==> src/rtl/rgb_to_gray_stream.sv <==
// rgb_to_gray_stream
// ------------------
// Streaming colour-to-luma converter. Bytes arrive as an interleaved
// R,G,B stream, one byte per accepted cycle. Each completed triple yields one
// 8-bit grey pixel:
//   grey = (77*R + 150*G + 29*B + RND) >> 8
// The pixel also carries end-of-line and end-of-frame markers for a
// WIDTH x HEIGHT raster.
//
// Build option:
//   GRAY_ROUND_EN  defined   -> RND = 128 (round-half-up luma)
//                  undefined -> RND = 0   (truncating luma)
//   Latency, markers and counters are the same in both builds.
//
// Ports:
//   clk        system clock, rising edge
//   rst        synchronous active-high reset
//   in_valid   in_data carries a colour byte this cycle
//   in_sof     with in_valid: this byte is R of pixel (0,0)
//   in_data    colour byte, order R, G, B repeating
//   out_valid  one-cycle pulse, out_data holds a new grey pixel
//   out_data   grey value, held between pulses
//   out_eol    qualifies out_valid: last pixel of a line
//   out_eof    qualifies out_valid: last pixel of the frame
//
// There is no backpressure. The consumer must take every pulse. Under
// continuous input, one pulse is produced every 3 clocks.

module rgb_to_gray_stream #(
    parameter int WIDTH  = 720,
    parameter int HEIGHT = 1280
) (
    input  logic       clk,
    input  logic       rst,
    input  logic       in_valid,
    input  logic       in_sof,
    input  logic [7:0] in_data,
    output logic       out_valid,
    output logic [7:0] out_data,
    output logic       out_eol,
    output logic       out_eof
);

    localparam int COL_W = (WIDTH  > 1) ? $clog2(WIDTH)  : 1;
    localparam int ROW_W = (HEIGHT > 1) ? $clog2(HEIGHT) : 1;

    localparam logic [COL_W-1:0] COL_LAST = COL_W'(WIDTH - 1);
    localparam logic [ROW_W-1:0] ROW_LAST = ROW_W'(HEIGHT - 1);

`ifdef GRAY_ROUND_EN
    localparam logic [15:0] RND = 16'd128;
`else
    localparam logic [15:0] RND = 16'd0;
`endif

    // Luma weights. They sum to 256, so the worst case is
    // 65280 + 128 = 65408. This fits in 16 bits, and the result never
    // exceeds 255.
    localparam logic [15:0] W_R = 16'd77;
    localparam logic [15:0] W_G = 16'd150;
    localparam logic [15:0] W_B = 16'd29;

    typedef enum logic [1:0] {
        PH_R = 2'd0,
        PH_G = 2'd1,
        PH_B = 2'd2
    } phase_e;

    phase_e             phase_q, phase_d;
    logic [15:0]        acc_q,   acc_d;
    logic [COL_W-1:0]   col_q,   col_d;
    logic [ROW_W-1:0]   row_q,   row_d;
    logic               vld_q,   vld_d;
    logic [7:0]         data_q,  data_d;
    logic               eol_q,   eol_d;
    logic               eof_q,   eof_d;

    logic [15:0]        byte_w;
    logic [15:0]        r_term;
    logic [15:0]        g_sum;
    logic [15:0]        b_sum;
    logic               line_end;
    logic               frame_end;

    assign byte_w    = 16'(in_data);
    assign r_term    = byte_w * W_R + RND;
    assign g_sum     = acc_q + byte_w * W_G;
    assign b_sum     = acc_q + byte_w * W_B;
    assign line_end  = (col_q == COL_LAST);
    assign frame_end = (row_q == ROW_LAST);

    always_comb begin
        phase_d = phase_q;
        acc_d   = acc_q;
        col_d   = col_q;
        row_d   = row_q;
        vld_d   = 1'b0;
        data_d  = data_q;
        eol_d   = 1'b0;
        eof_d   = 1'b0;

        if (in_valid) begin
            if (in_sof) begin
                // Start of frame. This drops any partial triple, even when
                // the byte lands in the B slot. The byte is then treated as
                // R of pixel (0,0).
                acc_d   = r_term;
                phase_d = PH_G;
                col_d   = '0;
                row_d   = '0;
            end else begin
                case (phase_q)
                    PH_R: begin
                        acc_d   = r_term;
                        phase_d = PH_G;
                    end
                    PH_G: begin
                        acc_d   = g_sum;
                        phase_d = PH_B;
                    end
                    PH_B: begin
                        vld_d   = 1'b1;
                        data_d  = 8'(b_sum >> 8);
                        eol_d   = line_end;
                        eof_d   = line_end && frame_end;
                        phase_d = PH_R;
                        if (line_end) begin
                            col_d = '0;
                            row_d = frame_end ? '0 : row_q + ROW_W'(1);
                        end else begin
                            col_d = col_q + COL_W'(1);
                        end
                    end
                    default: begin
                        // The unused encoding recovers by treating this
                        // byte as R.
                        acc_d   = r_term;
                        phase_d = PH_G;
                    end
                endcase
            end
        end
    end

    always_ff @(posedge clk) begin
        if (rst) begin
            phase_q <= PH_R;
            acc_q   <= '0;
            col_q   <= '0;
            row_q   <= '0;
            vld_q   <= 1'b0;
            data_q  <= 8'h00;
            eol_q   <= 1'b0;
            eof_q   <= 1'b0;
        end else begin
            phase_q <= phase_d;
            acc_q   <= acc_d;
            col_q   <= col_d;
            row_q   <= row_d;
            vld_q   <= vld_d;
            data_q  <= data_d;
            eol_q   <= eol_d;
            eof_q   <= eof_d;
        end
    end

    assign out_valid = vld_q;
    assign out_data  = data_q;
    assign out_eol   = eol_q;
    assign out_eof   = eof_q;

endmodule

==> config.mk <==
export PLATFORM = sky130hd
export DESIGN_NAME = rgb_to_gray_stream
export DESIGN_NICKNAME = d
export VERILOG_FILES = /design/src/rtl/rgb_to_gray_stream.sv
export SDC_FILE = /design/constraint.sdc
export NUM_CORES = 1
export LEC_CHECK = 0
export ABC_AREA = 1
export BUFFER_PORTS_ARGS = -buffer_cell sky130_fd_sc_hd__buf_2
export CELL_PAD_IN_SITES_DETAIL_PLACEMENT = 1
export CELL_PAD_IN_SITES_GLOBAL_PLACEMENT = 2
export CORE_MARGIN = 2
export CORE_UTILIZATION = 37
export CTS_BUF_LIST = sky130_fd_sc_hd__clkbuf_4
export DETAILED_ROUTE_END_ITERATION = 8
export GPL_ROUTABILITY_DRIVEN = 1
export PLACE_DENSITY = 0.93
export SYNTH_ARGS = -nofsm -noshare
export SYNTH_HDL_FRONTEND = slang
export SYNTH_SLANG_ARGS = --single-unit
==> constraint.sdc <==
create_clock -name clk -period 5.4 [get_ports clk]
set_input_delay 0.54 -clock clk [delete_from_list [all_inputs] [get_ports clk]]
set_output_delay 0.54 -clock clk [all_outputs]
set_load 0.05 [all_outputs]
==> summary.txt <==
Outcome
  – Status: completed

Synth
  – Post-synth EDFFs: 0
  – Syn_nets: 1085
  – Post-Synthesis Cells: between 900 and 1k
  – Most numerous cell in the Yosys netlist: nand2_1
  – Top-area cell type share of the netlist area: 0.2192
  – Post-synthesis register bit count: 50
  – Area of the mapped netlist: 6394 um^2
  – Primary FF master, synth: dfxtp_1
  – Asr flop ratio synth: 0
  – Yosys warns: 0
  – Syn_area_per_cell: 6.905 um^2
  – Most common library cells after synthesis: nand2_1, inv_1, ha_1
  – Synth top area cells: ha_1, dfxtp_1, nand2_1, fa_1, inv_1
  – Yosys cell types: 42
  – Seq/Total Area, Yosys: 0.1566
  – Synth area leader: ha_1

Flow run
  – Max Cap Viol: 0

Setup path
  – CP Cell Sequence: buf_2 -> ha_1 -> ha_1 -> ha_1 -> inv_1 -> fa_1 -> inv_1 -> ha_1 -> a21oi_1 -> a21boi_0 -> o21ai_0 -> nand3_1 -> nand3b_1 -> nand2_1 -> inv_1 -> ha_1 -> nand2_1 -> nor2_1 -> nand2_1 -> o21bai_1 -> nand2_1 -> nand3_1 -> nand3_1 -> a21oi_1
  – CP Launch Type: input port
  – Worst Setup EP: acc_q[15]
  – Levels on crit path: 24
  – Worst r2r dst: out_data[7]
  – Crit path launch: in_data[3]
  – Critical Path AT: about 4.9 ns
  – Worst setup path class: input port to register
  – Worst reg2reg path depth: 12
  – Crit Path Max Fanout: 12
  – Crit Reg-Reg Startpoint: acc_q[7]
  – Bufs and invs on worst path: 4
  – FF-to-FF setup slack: about 2.1 ns
  – Cell family with most CP delay: adder cells
  – WP data required: 5.69 ns
  – Slowest cell on the critical path: fa_1
  – Critical path's most frequent cell: ha_1
  – Worst setup EP type: register
  – Largest stage delay, worst path: 0.50 ns

Floorplanning
  – Io pins: 23
  – Core ar.: 17120 um^2
  – Site Rows: 48
  – Initial core utilization: 0.3735
  – Die ar.: 18350 um^2
  – DIE WIDTH: around 140 um
  – Height of the die: approximately 140 um

CTS
  – CTS tree: built
  – Max Root-Sink Buffers: 2
  – # H-tree levels: 2
  – Clk Tree Root Cell: clkbuf_4
  – Clock sinks: 50
  – CTS-repair resized insts: 0
  – Post-CTS setup buffers: 0
  – Clk_lat worst skew: 0.41 ns
  – TritonCTS buffer count: 5
  – Hold Buf Count CTS: 0
  – Clock Pin Slew Worst Setup and Hold Paths: 0.19 ns

Routing
  – First-pass iteration count of the detailed router: 4
  – Wirelength, routed: 18640 um
  – Via count: approximately 6k
  – Vias/cell: 5.110
  – DR DRC count: 0
  – ANT nets after route: 0
  – DRT iter0 DRCs: between 200 and 300
  – Wirelength per Cell: 15.86 um

Finish
  – Antenna fix cells: 0
  – # nets final: 1108
  – Final core occ: 0.3988
  – Finished Layout Cells: 1175
  – Syn-to-layout area delta: 6.771%
  – # fillers: between 2k and 2.5k
  – Layout cells sized above 1: 0.05789

Place
  – Dpl ws: 0.3936 ns
  – Gp weighted congestion: ~0.9
  – Port Buffers: 22
  – Placed cells: 1167
  – HPWL Detailed: 15750 um

Timing
  – Period utilization: 0.8441
  – Total negative slack: 0 ns
  – Slew HR: 0.5496
  – Maximum clock rate: 219.4 MHz
  – Hold_ws: ~0.41 ns
  – Fin. Hold Viols: 0
  – Setup ws final: 0.8420 ns
  – Worst-margin pin slew: 0.6757 ns
  – Setup Skew: 0.01920 ns
  – Max Slew Vio Count: 0
  – Final setup viols: 0
  – Unrepaired setup endpoints after global routing: no
  – Final min period: ~4.6 ns

Pwr
  – PD cells: 360.5 nW/um^2
  – Maximum vdd ir drop: 0.1180 mV
  – Pleak: 3.665 nW

GRT
  – Largest net degree at the start of global routing: 30
  – First-pass GRT wire length: 31350 um
  – Number of global-route vias before repair: 6258
  – GRT Residual Overflow: 0
  – Initial antenna violation count: 0
  – Global Route Usage Sum: 0.2155

Worst hold path
  – Hold Crit Class: input port to register
  – Hold Crit Depth: 3
[metal layers]
metal,vias up,global-route usage,part of all wire
met1,2897,0.2768,0.47
met5,-,0,0
li1,3037,-,-
met3,18,0.01983,0.020
met2,52,0.3897,0.49
met4,0,0.05150,0.021
[stage by stage]
stage	area, um^2	total power, mW
6_report	6827	2.461
5_1_grt	6827	2.768
4_1_cts	6827	2.479
3_5_place_dp	6760	2.253
3_3_place_gp	6760	2.225
2_1_floorplan	6394	1.760
[worst min path at each step]
| stage | startpoint | to | slack [ns] |
|---|---|---|---|
| global route | in_valid | phase_q[1] | 0.40 |
| CTS | in_valid | phase_q[1] | 0.40 |
| global placement | acc_q[0] | acc_q[0] | 0.47 |
| finish | in_valid | phase_q[1] | 0.41 |
| detailed placement | col_q[1] | col_q[1] | 0.48 |
| floorplan | acc_q[0] | acc_q[0] | 0.45 |
[logic make-up after synthesis]
| logic type | after synthesis | synth area share |
|---|---|---|
| AOI/OAI and AO/OA | 116 | 0.1027 |
| xor gates and xnor gates | 16 | 0.02192 |
| adders and majority gates | 147 | 0.3288 |
| buffers and inverters | 172 | 0.1025 |
| DFF | 50 | 0.1566 |
| and+or+nand+nor | 425 | 0.2875 |
[layout make-up]
type,count,area [um^2],area share
timing repair buffer,22,110.1,0.01613
clock inverter,3,28.78,0.004216
inverter,166,630.6,0.09238
tap,225,281.5,0.04124
sequential,50,1001,0.1466
multi-input combinational,704,4737,0.6939
clock buffer,5,37.54,0.005499
[flip-flops by register name, indices dropped and copies added, names as in the netlist]
register,count
acc_q,16
col_q,10
out_data,8
out_eof,1
out_eol,1
out_valid,1
phase_q,2
row_q,11
[power by group]
part | internal (mW) | switching (mW)
clock | 0.0560 | 0.153
sequential | 0.395 | 0.0409
combinational | 0.638 | 1.18
[tightest hold or removal path, cell delays in order]
cell	delay, ns
buf_2	0.13
nand3_1	0.08
a21oi_1	0.06
[cell usage in the layout (no fill, tap or decap), drive strengths merged]
cell	count
o21bai	2
and2	1
fa	35
dfxtp	50
inv	166
nand3b	3
clkinv	3
o21ai	30
a21o	5
nand3	79
or2	2
a21boi	1
nor3	12
nand2	233
o22ai	1
nor4	2
xnor2	6
o2111ai	1
xor2	10
nand4	12
a21oi	65
nor2	80
clkbuf	5
o211a	2
o211ai	2
a31oi	1
and3	1
ha	112
buf	22
a211oi	6
(Power assumes the default switching activity.)
